===== src/rtl/pipe_ctrl_pkg.sv =====
// Shared types and constants for the pipeline stall/flush/halt sequencer.
package pipe_ctrl_pkg;

    typedef enum logic [1:0] {
        ST_RUN    = 2'b00,
        ST_DRAIN  = 2'b01,
        ST_HALTED = 2'b10
    } state_t;

    localparam logic [4:0] REG_ZERO = 5'd0;

endpackage


===== src/rtl/pipe_ctrl_if.sv =====
// Stage status in, hold/bubble controls out; stats ports exist only with PIPE_CTRL_STATS_EN.
interface pipe_ctrl_if;

    logic [4:0]  ID_src1;
    logic [4:0]  ID_src2;
    logic        ID_src1_used;
    logic        ID_src2_used;
    logic        ID_hlt;
    logic [4:0]  EX_dst_reg;
    logic        EX_wb_we;
    logic        EX_wb_mem_sel;
    logic        EX_branch_taken;
    logic        dmem_req;
    logic        dmem_rdy;
    logic        WB_hlt;

    logic        IF_stall;
    logic        IFID_stall;
    logic        IDEX_stall;
    logic        EXMEM_stall;
    logic        IFID_flush;
    logic        IDEX_flush;
    logic        MEMWB_flush;
    logic        halted;
    logic [1:0]  state;
`ifdef PIPE_CTRL_STATS_EN
    logic [31:0] stat_stall_cycles;
    logic [31:0] stat_flush_count;
    logic [31:0] stat_memwait_cycles;
`endif

    modport master (
        output ID_src1, ID_src2, ID_src1_used, ID_src2_used, ID_hlt,
        output EX_dst_reg, EX_wb_we, EX_wb_mem_sel, EX_branch_taken,
        output dmem_req, dmem_rdy, WB_hlt,
        input  IF_stall, IFID_stall, IDEX_stall, EXMEM_stall,
        input  IFID_flush, IDEX_flush, MEMWB_flush, halted, state
`ifdef PIPE_CTRL_STATS_EN
        , input stat_stall_cycles, stat_flush_count, stat_memwait_cycles
`endif
    );

    modport slave (
        input  ID_src1, ID_src2, ID_src1_used, ID_src2_used, ID_hlt,
        input  EX_dst_reg, EX_wb_we, EX_wb_mem_sel, EX_branch_taken,
        input  dmem_req, dmem_rdy, WB_hlt,
        output IF_stall, IFID_stall, IDEX_stall, EXMEM_stall,
        output IFID_flush, IDEX_flush, MEMWB_flush, halted, state
`ifdef PIPE_CTRL_STATS_EN
        , output stat_stall_cycles, stat_flush_count, stat_memwait_cycles
`endif
    );

endinterface


===== src/rtl/pipe_ctrl_stats.sv =====
// Saturating performance counters for pipe_ctrl; frozen while the core is halted.
module pipe_ctrl_stats (
    input  logic        clk,
    input  logic        rst,
    input  logic        freeze_i,
    input  logic        stall_i,
    input  logic        flush_i,
    input  logic        memwait_i,
    output logic [31:0] stat_stall_cycles_o,
    output logic [31:0] stat_flush_count_o,
    output logic [31:0] stat_memwait_cycles_o
);

    logic [31:0] stall_q;
    logic [31:0] flush_q;
    logic [31:0] memwait_q;

    always_ff @(posedge clk or posedge rst) begin
        if (rst) begin
            stall_q   <= '0;
            flush_q   <= '0;
            memwait_q <= '0;
        end else if (!freeze_i) begin
            if (stall_i && (stall_q != '1))
                stall_q <= stall_q + 32'd1;
            if (flush_i && (flush_q != '1))
                flush_q <= flush_q + 32'd1;
            if (memwait_i && (memwait_q != '1))
                memwait_q <= memwait_q + 32'd1;
        end
    end

    assign stat_stall_cycles_o   = stall_q;
    assign stat_flush_count_o    = flush_q;
    assign stat_memwait_cycles_o = memwait_q;

endmodule


===== src/rtl/pipe_ctrl.sv =====
// pipe_ctrl: stall/flush/halt sequencer for the 5-stage pipeline.
// Define PIPE_CTRL_STATS_EN to build the pipe_ctrl_stats counters.
module pipe_ctrl
    import pipe_ctrl_pkg::*;
(
    input  logic       clk,
    input  logic       rst,
    pipe_ctrl_if.slave bus
);

    state_t state_q, state_d;
    logic   halted_q;

    logic lu_src1, lu_src2, load_use, mem_wait, branch_ev;
    logic if_stall, ifid_stall, idex_stall, exmem_stall;
    logic ifid_flush, idex_flush, memwb_flush;

    assign lu_src1   = bus.ID_src1_used && (bus.ID_src1 == bus.EX_dst_reg);
    assign lu_src2   = bus.ID_src2_used && (bus.ID_src2 == bus.EX_dst_reg);
    assign load_use  = bus.EX_wb_mem_sel && bus.EX_wb_we &&
                       (bus.EX_dst_reg != REG_ZERO) && (lu_src1 || lu_src2);
    assign mem_wait  = bus.dmem_req && !bus.dmem_rdy && (state_q != ST_HALTED);
    assign branch_ev = bus.EX_branch_taken && !mem_wait && (state_q != ST_HALTED);

    always_comb begin
        if_stall    = 1'b0;
        ifid_stall  = 1'b0;
        idex_stall  = 1'b0;
        exmem_stall = 1'b0;
        ifid_flush  = 1'b0;
        idex_flush  = 1'b0;
        memwb_flush = 1'b0;
        if (rst) begin
            if_stall = 1'b0;
        end else if (state_q == ST_HALTED) begin
            {if_stall, ifid_stall, idex_stall, exmem_stall} = '1;
            {ifid_flush, idex_flush, memwb_flush}           = '1;
        end else if (mem_wait) begin
            {if_stall, ifid_stall, idex_stall, exmem_stall} = '1;
            memwb_flush = 1'b1;
        end else begin
            if (branch_ev) begin
                ifid_flush = 1'b1;
                idex_flush = 1'b1;
            end else if (load_use) begin
                if_stall   = 1'b1;
                ifid_stall = 1'b1;
                idex_flush = 1'b1;
            end
            // A redirect in DRAIN must be able to load the PC, so the drain hold yields to it.
            if ((state_q == ST_DRAIN) && !branch_ev) begin
                if_stall   = 1'b1;
                ifid_flush = 1'b1;
            end
        end
    end

    always_comb begin
        state_d = state_q;
        if (!mem_wait) begin
            case (state_q)
                ST_RUN: begin
                    if (branch_ev)
                        state_d = ST_RUN;
                    else if (bus.WB_hlt)
                        state_d = ST_HALTED;
                    else if (!load_use && bus.ID_hlt)
                        state_d = ST_DRAIN;
                end
                ST_DRAIN: begin
                    if (branch_ev)
                        state_d = ST_RUN;
                    else if (bus.WB_hlt)
                        state_d = ST_HALTED;
                end
                ST_HALTED: state_d = ST_HALTED;
                default:   state_d = ST_RUN;
            endcase
        end
    end

    always_ff @(posedge clk or posedge rst) begin
        if (rst) begin
            state_q  <= ST_RUN;
            halted_q <= 1'b0;
        end else begin
            state_q  <= state_d;
            halted_q <= (state_d == ST_HALTED);
        end
    end

    assign bus.IF_stall    = if_stall;
    assign bus.IFID_stall  = ifid_stall;
    assign bus.IDEX_stall  = idex_stall;
    assign bus.EXMEM_stall = exmem_stall;
    assign bus.IFID_flush  = ifid_flush;
    assign bus.IDEX_flush  = idex_flush;
    assign bus.MEMWB_flush = memwb_flush;
    assign bus.halted      = halted_q;
    assign bus.state       = state_q;

`ifdef PIPE_CTRL_STATS_EN
    pipe_ctrl_stats u_stats (
        .clk                   (clk),
        .rst                   (rst),
        .freeze_i              (halted_q),
        .stall_i               (if_stall),
        .flush_i               (branch_ev),
        .memwait_i             (mem_wait),
        .stat_stall_cycles_o   (bus.stat_stall_cycles),
        .stat_flush_count_o    (bus.stat_flush_count),
        .stat_memwait_cycles_o (bus.stat_memwait_cycles)
    );
`endif

endmodule


===== src/flat_wrapper.sv =====
// flat-port wrapper written by rule: the top's interface ports become plain ports
module pipe_ctrl_flat import pipe_ctrl_pkg::*;
  (clk, rst, bus_ID_src1, bus_ID_src2, bus_ID_src1_used, bus_ID_src2_used, bus_ID_hlt, bus_EX_dst_reg, bus_EX_wb_we, bus_EX_wb_mem_sel, bus_EX_branch_taken, bus_dmem_req, bus_dmem_rdy, bus_WB_hlt, bus_IF_stall, bus_IFID_stall, bus_IDEX_stall, bus_EXMEM_stall, bus_IFID_flush, bus_IDEX_flush, bus_MEMWB_flush, bus_halted, bus_state);
  pipe_ctrl_if bus_i ();
  input  logic clk;
  input  logic rst;
  input wire logic [$bits(bus_i.ID_src1)-1:0] bus_ID_src1;
  input wire logic [$bits(bus_i.ID_src2)-1:0] bus_ID_src2;
  input wire logic [$bits(bus_i.ID_src1_used)-1:0] bus_ID_src1_used;
  input wire logic [$bits(bus_i.ID_src2_used)-1:0] bus_ID_src2_used;
  input wire logic [$bits(bus_i.ID_hlt)-1:0] bus_ID_hlt;
  input wire logic [$bits(bus_i.EX_dst_reg)-1:0] bus_EX_dst_reg;
  input wire logic [$bits(bus_i.EX_wb_we)-1:0] bus_EX_wb_we;
  input wire logic [$bits(bus_i.EX_wb_mem_sel)-1:0] bus_EX_wb_mem_sel;
  input wire logic [$bits(bus_i.EX_branch_taken)-1:0] bus_EX_branch_taken;
  input wire logic [$bits(bus_i.dmem_req)-1:0] bus_dmem_req;
  input wire logic [$bits(bus_i.dmem_rdy)-1:0] bus_dmem_rdy;
  input wire logic [$bits(bus_i.WB_hlt)-1:0] bus_WB_hlt;
  output wire logic [$bits(bus_i.IF_stall)-1:0] bus_IF_stall;
  output wire logic [$bits(bus_i.IFID_stall)-1:0] bus_IFID_stall;
  output wire logic [$bits(bus_i.IDEX_stall)-1:0] bus_IDEX_stall;
  output wire logic [$bits(bus_i.EXMEM_stall)-1:0] bus_EXMEM_stall;
  output wire logic [$bits(bus_i.IFID_flush)-1:0] bus_IFID_flush;
  output wire logic [$bits(bus_i.IDEX_flush)-1:0] bus_IDEX_flush;
  output wire logic [$bits(bus_i.MEMWB_flush)-1:0] bus_MEMWB_flush;
  output wire logic [$bits(bus_i.halted)-1:0] bus_halted;
  output wire logic [$bits(bus_i.state)-1:0] bus_state;
  assign bus_i.ID_src1 = bus_ID_src1;
  assign bus_i.ID_src2 = bus_ID_src2;
  assign bus_i.ID_src1_used = bus_ID_src1_used;
  assign bus_i.ID_src2_used = bus_ID_src2_used;
  assign bus_i.ID_hlt = bus_ID_hlt;
  assign bus_i.EX_dst_reg = bus_EX_dst_reg;
  assign bus_i.EX_wb_we = bus_EX_wb_we;
  assign bus_i.EX_wb_mem_sel = bus_EX_wb_mem_sel;
  assign bus_i.EX_branch_taken = bus_EX_branch_taken;
  assign bus_i.dmem_req = bus_dmem_req;
  assign bus_i.dmem_rdy = bus_dmem_rdy;
  assign bus_i.WB_hlt = bus_WB_hlt;
  assign bus_IF_stall = bus_i.IF_stall;
  assign bus_IFID_stall = bus_i.IFID_stall;
  assign bus_IDEX_stall = bus_i.IDEX_stall;
  assign bus_EXMEM_stall = bus_i.EXMEM_stall;
  assign bus_IFID_flush = bus_i.IFID_flush;
  assign bus_IDEX_flush = bus_i.IDEX_flush;
  assign bus_MEMWB_flush = bus_i.MEMWB_flush;
  assign bus_halted = bus_i.halted;
  assign bus_state = bus_i.state;
  pipe_ctrl u_core (.clk(clk), .rst(rst), .bus(bus_i));
endmodule

===== config.mk =====
export PLATFORM = sky130hd
export DESIGN_NAME = pipe_ctrl_flat
export DESIGN_NICKNAME = d
export VERILOG_FILES = /design/src/rtl/pipe_ctrl_pkg.sv /design/src/rtl/pipe_ctrl_if.sv /design/src/rtl/pipe_ctrl_stats.sv /design/src/rtl/pipe_ctrl.sv /design/src/flat_wrapper.sv
export SDC_FILE = /design/constraint.sdc
export NUM_CORES = 1
export LEC_CHECK = 0
export CAP_MARGIN = 0
export CORE_MARGIN = 5
export CORE_UTILIZATION = 29
export CTS_CLUSTER_SIZE = 14
export DETAILED_ROUTE_END_ITERATION = 8
export PLACE_DENSITY = 0.79
export SYNTH_ARGS = -nofsm -noshare
export SYNTH_HDL_FRONTEND = slang
export SYNTH_HIERARCHICAL = 1
export SYNTH_SLANG_ARGS = --single-unit

===== constraint.sdc =====
create_clock -name clk -period 2.2 [get_ports clk]
set_input_delay 0.55 -clock clk [delete_from_list [all_inputs] [get_ports clk]]
set_output_delay 0.55 -clock clk [all_outputs]
set_load 0.03 [all_outputs]

* After elaboration in Yosys (flattened, before gate mapping)
Cells that the tools add are included.
** Operators by class
- Eq/ne operators :: 6
- Muxes and demuxes :: 28
- Reductions and logical operators :: 18
** Operator list (count)
- $mux 1 :: 21
- $mux 2 :: 6
- $logic_and 1x1->1 :: 11
- $eq 5x5->1 :: 2
- $pmux 2 s3 :: 1
- $reduce_bool 5->1 :: 1
- $eq 2x2->1 const B :: 2
- $logic_not 1->1 :: 4
- $eq 2x1->1 const B :: 1
- $logic_not 2->1 :: 1
- $ne 2x2->1 const B :: 1
- $logic_or 1x1->1 :: 1
** Storage, ports and cells
- Flip-flop bits (word level) :: 3
- Input port bits :: 26
- Output and inout bits :: 10

* Logic depth before layout (Yosys ltp)
- Word-level depth :: 12
- Mapped depth :: 5
- Gate-level depth less buffers :: 4

* Worst setup path after synthesis
Ideal clock, no wire load.
- Path kind :: input -> output
- Start point :: input bus_EX_dst_reg[3]
- End point :: output bus_IDEX_flush
- Arrival time :: 1.945 ns
- Setup slack :: -0.295 ns
- Stages on the path :: 4
- Path buffers :: 0
- Cell sequence :: xor2_1 nor4_2 a32oi_1 o31ai_1
** Between the ends
- Cells in the longest elaborated chain, start to end :: 9
** Ends and longest elaborated chain
- start: declaration :: line flat_wrapper.sv:12 : input wire logic [$bits(bus_i.EX_dst_reg)-1:0] bus_EX_dst_reg;
- $eq 5x5->1 (on tied branches) :: line pipe_ctrl.sv:18, pipe_ctrl.sv:19
- $logic_and 1x1->1 (on tied branches) :: line pipe_ctrl.sv:18, pipe_ctrl.sv:19
- $logic_or 1x1->1 :: line pipe_ctrl.sv:21 : (bus.EX_dst_reg != REG_ZERO) && (lu_src1 || lu_src2);
- $logic_and 1x1->1 (*) :: line pipe_ctrl.sv:21
- $mux 1 (*) :: line pipe_ctrl.sv:45 : end else if (load_use) begin
- $mux 1 (*) :: line pipe_ctrl.sv:42 : if (branch_ev) begin
- $mux 1 (*) :: line pipe_ctrl.sv:38 : end else if (mem_wait) begin
- $mux 1 (*) :: line pipe_ctrl.sv:35 : end else if (state_q == ST_HALTED) begin
- $mux 1 (*) :: line pipe_ctrl.sv:33 : if (rst) begin
- end: declaration :: line flat_wrapper.sv:24 : output wire logic [$bits(bus_i.IDEX_flush)-1:0] bus_IDEX_flush;
Mark *: on every way between the ends. The rest lies on a longest branch, timed or not.

* Worst setup path in the final report
- Start point :: input bus_EX_dst_reg[0]
- End point :: output bus_IFID_stall
** Between the ends
- Cells in the longest elaborated chain, start to end :: 9
** Ends and longest elaborated chain
- $eq 5x5->1 (on tied branches) :: line pipe_ctrl.sv:18, pipe_ctrl.sv:19
- $logic_and 1x1->1 (on tied branches) :: line pipe_ctrl.sv:18, pipe_ctrl.sv:19
- $logic_or 1x1->1 :: line pipe_ctrl.sv:21
- $logic_and 1x1->1 (*) :: line pipe_ctrl.sv:21
- $mux 1 (*) :: line pipe_ctrl.sv:45
- $mux 1 (*) :: line pipe_ctrl.sv:42
- $mux 1 (*) :: line pipe_ctrl.sv:38
- $mux 1 (*) :: line pipe_ctrl.sv:35
- $mux 1 (*) :: line pipe_ctrl.sv:33
- end: declaration :: line flat_wrapper.sv:20 : output wire logic [$bits(bus_i.IFID_stall)-1:0] bus_IFID_stall;
Marked as above.

==> results_dict.tcl <==
set metrics [dict create \
    root_buffer "clkbuf_4" \
    synth_common_cells "xor2_1 (8), a21oi_1 (4), a31oi_1 (4), dfrtp_1 (3)" \
    cp_num_buf_inv 3 \
    synth_edf_count 0 \
    io_buffers 35 \
    wl_mm 1.90 \
    syn-cell-area_um2 380 \
    violations "setup timing" \
    io_pins 36 \
    layout-drive-gt1-share 0.558 \
    cts_sinks 3 \
    cts_tree "built" \
    avgSynthCellArea_um2 8.09 \
    worstPathArrival_ns 1.85 \
    grt_max_degree 9 \
    ant_nets 0 \
    antenna_cells 0 \
    setup_viol 3 \
    clkLatencyLatePin_ns 0.24 \
    die_area_mm2 0.00214 \
    clockBufferDepth 2 \
    slew_violations 0 \
    gp_congestion 0.781 \
    tightest_slew_ns 0.328 \
    overflow 0 \
    outcome "complete, but fails checks" \
    cellPowerDensity_mw_per_mm2 529 \
    maxSlewHeadroom 0.780 \
    first_pass_iters 4 \
    power_leakage_uw 0.000457 \
    crit_top_cell "buf_4" \
    post-route-min-period_ns 2.40 \
    path_cells "buf_6 -> buf_4 -> or4_4 -> o211ai_2 -> or3_4 -> o21bai_1 -> buf_4" \
    core_mm2 0.00127 \
    utilization 0.776 \
    maxCapViolCount 0 \
    rsz0062_at_grt "yes" \
    ys_warn_count 6 \
    fin_crit_sh 1.09 \
    slowest_delay_ns 0.51 \
    cp_top_family "simple AND/OR/NAND/NOR gates" \
    ir_drop_uv 309 \
    synth_cells 47 \
    finalClockSkew_ns 0.00963 \
    timing.fmax_ghz 0.416 \
    ys_types 25 \
    drt_iter0_drc 5 \
    worstPathRequired_ns 1.65 \
    grt_pass1_vias 622 \
    area_growth_pct 159 \
    ctsHoldBuffers 0 \
    clk_pin_slew_ns 0.04 \
    synthArstFlopShare 1.00 \
    fillers 90 \
    vias_per_cell 5.04 \
    ys_seq_area_frac 0.197 \
    syn_nets 73 \
    synth-seq-cells 3 \
    die_y_um 46.2 \
    setup_ws_ns -0.202 \
    remaining_drc_errors 0 \
    hpwl_mm 1.30 \
    cp-start-kind "primary input" \
    fin_nets 131 \
    cts_buffers 3 \
    crit_fanout 2 \
    hold_viol 0 \
    hold_path.class "flop to flop" \
    rows 13 \
    die_w_um 46.2 \
    cts_max_level 1 \
    dp_slack_ns -0.909 \
    grt_usage 0.176 \
    vias 600 \
    synthTopCellsByArea "dfrtp_1 (20%), xor2_1 (18%), a31oi_1 (6.6%), a21oi_1 (5.3%), xnor2_1 (4.6%)" \
    initial_core_util 0.300 \
    antenna_found_initial 0 \
    critPathSlowestCell "or4_4" \
    yosysTopAreaCellShare 0.197 \
    yosys.area.top_type "dfrtp_1" \
    ys_dominant_reg_cell "dfrtp_1" \
    avgRoutedWirePerCell_um 16.0 \
    end_kind "primary output" \
    worstSetupPathType "primary input to primary output" \
    grt_first_pass_wirelength_mm 2.68 \
    yosysMostFrequentCell "xor2_1" \
]
[worst paths after layout]
| check | from | to | slack [ns] | depth (start not counted) |
|---|---|---|---|---|
| max in group asynchronous | rst | u_core/bus.state[0] | 1.20 | 5 |
| min in group asynchronous | rst | u_core/bus.halted | 0.90 | 5 |
| max | bus_EX_dst_reg[0] | bus_IFID_stall | -0.20 | 7 |
| max reg2reg | u_core/bus.state[1] | u_core/bus.state[0] | 0.94 | 4 |
| min | u_core/bus.state[0] | u_core/bus.state[1] | 0.58 | 2 |
| min reg2reg | u_core/bus.state[0] | u_core/bus.state[1] | 0.58 | 2 |
[where the power goes]
part	internal, µW	switching, µW
Clock	68.2	31.8
Combinational	171	174
Sequential	67.7	8.00
Total	307	214
[sequential cells by signal (all words and copies together) (netlist names)]
signal,flops
u_core/bus.state,2
u_core/bus.halted,1
[cells in the final DEF (no fill, tap or decap), types with 2 or more instances in the layout]
cell type,count
buf_4,17
buf_6,14
clkdlybuf4s50_1,10
xor2_1,5
buf_2,4
clkbuf_2,4
dlygate4sd2_1,4
clkbuf_4,3
xor2_2,3
a31oi_1,3
dfrtp_1,3
dlymetal6s2s_1,2
nor4_2,2
xnor2_1,2
a21oi_1,2
inv_1,2
nor2_1,2
o21ai_2,2
[cell type report]
class                   instances  area [µm²]  area share
clock buffers                   4        26.3      0.0267
flip-flops and latches          3        75.1      0.0762
well taps                      15        18.8      0.0191
repair buffers                 56         495       0.503
multi-input cells              39         362       0.367
inverters                       2        7.51     0.00762
[worst register-to-register path: stages, from the launching register on]
cell,delay [ns]
dfrtp_1,0.40
buf_4,0.15
or3_1,0.30
a21oi_1,0.17
o31a_1,0.15
[repair_timing]
action / CTS / global route
gates resized for setup: 68 / 24
hold endpoints to repair: 0 / 0
buffers inserted: 4 / 3
endpoints found under the setup margin: 4 / 4
pin swaps: 17 / 13
[metal layers]
metal,GRT usage,vias up,wire (µm)
li1,-,280,-
met1,0.192,297,637
met2,0.343,23,1170
met3,0.0117,0,88
met4,0.0682,0,0
met5,0,-,0
[through the flow]
step	instances	cell area, µm²	setup TNS, ns	hold WS (ns)	power, µW
after floorplan	47	389	-0.0755	0.329	221
after global placement	108	825	-2.39	0.573	370
after detailed placement	108	825	-2.62	0.574	375
after CTS	116	898	-0.376	0.568	487
after global routing	119	985	-0.743	0.606	550
final	119	985	-0.549	0.579	521
[kinds of logic (layout without fill, tap and decap cells)]
family          count (synthesis)  after routing  share of synthesized area
buf+inv                         5             62                     0.0888
simple gates                   14             14                      0.220
flops                           3              3                      0.197
xor+xnor                       10             10                      0.230
compound gates                 15             15                      0.263
No activity file was read; power rests on OpenSTA's default activity.
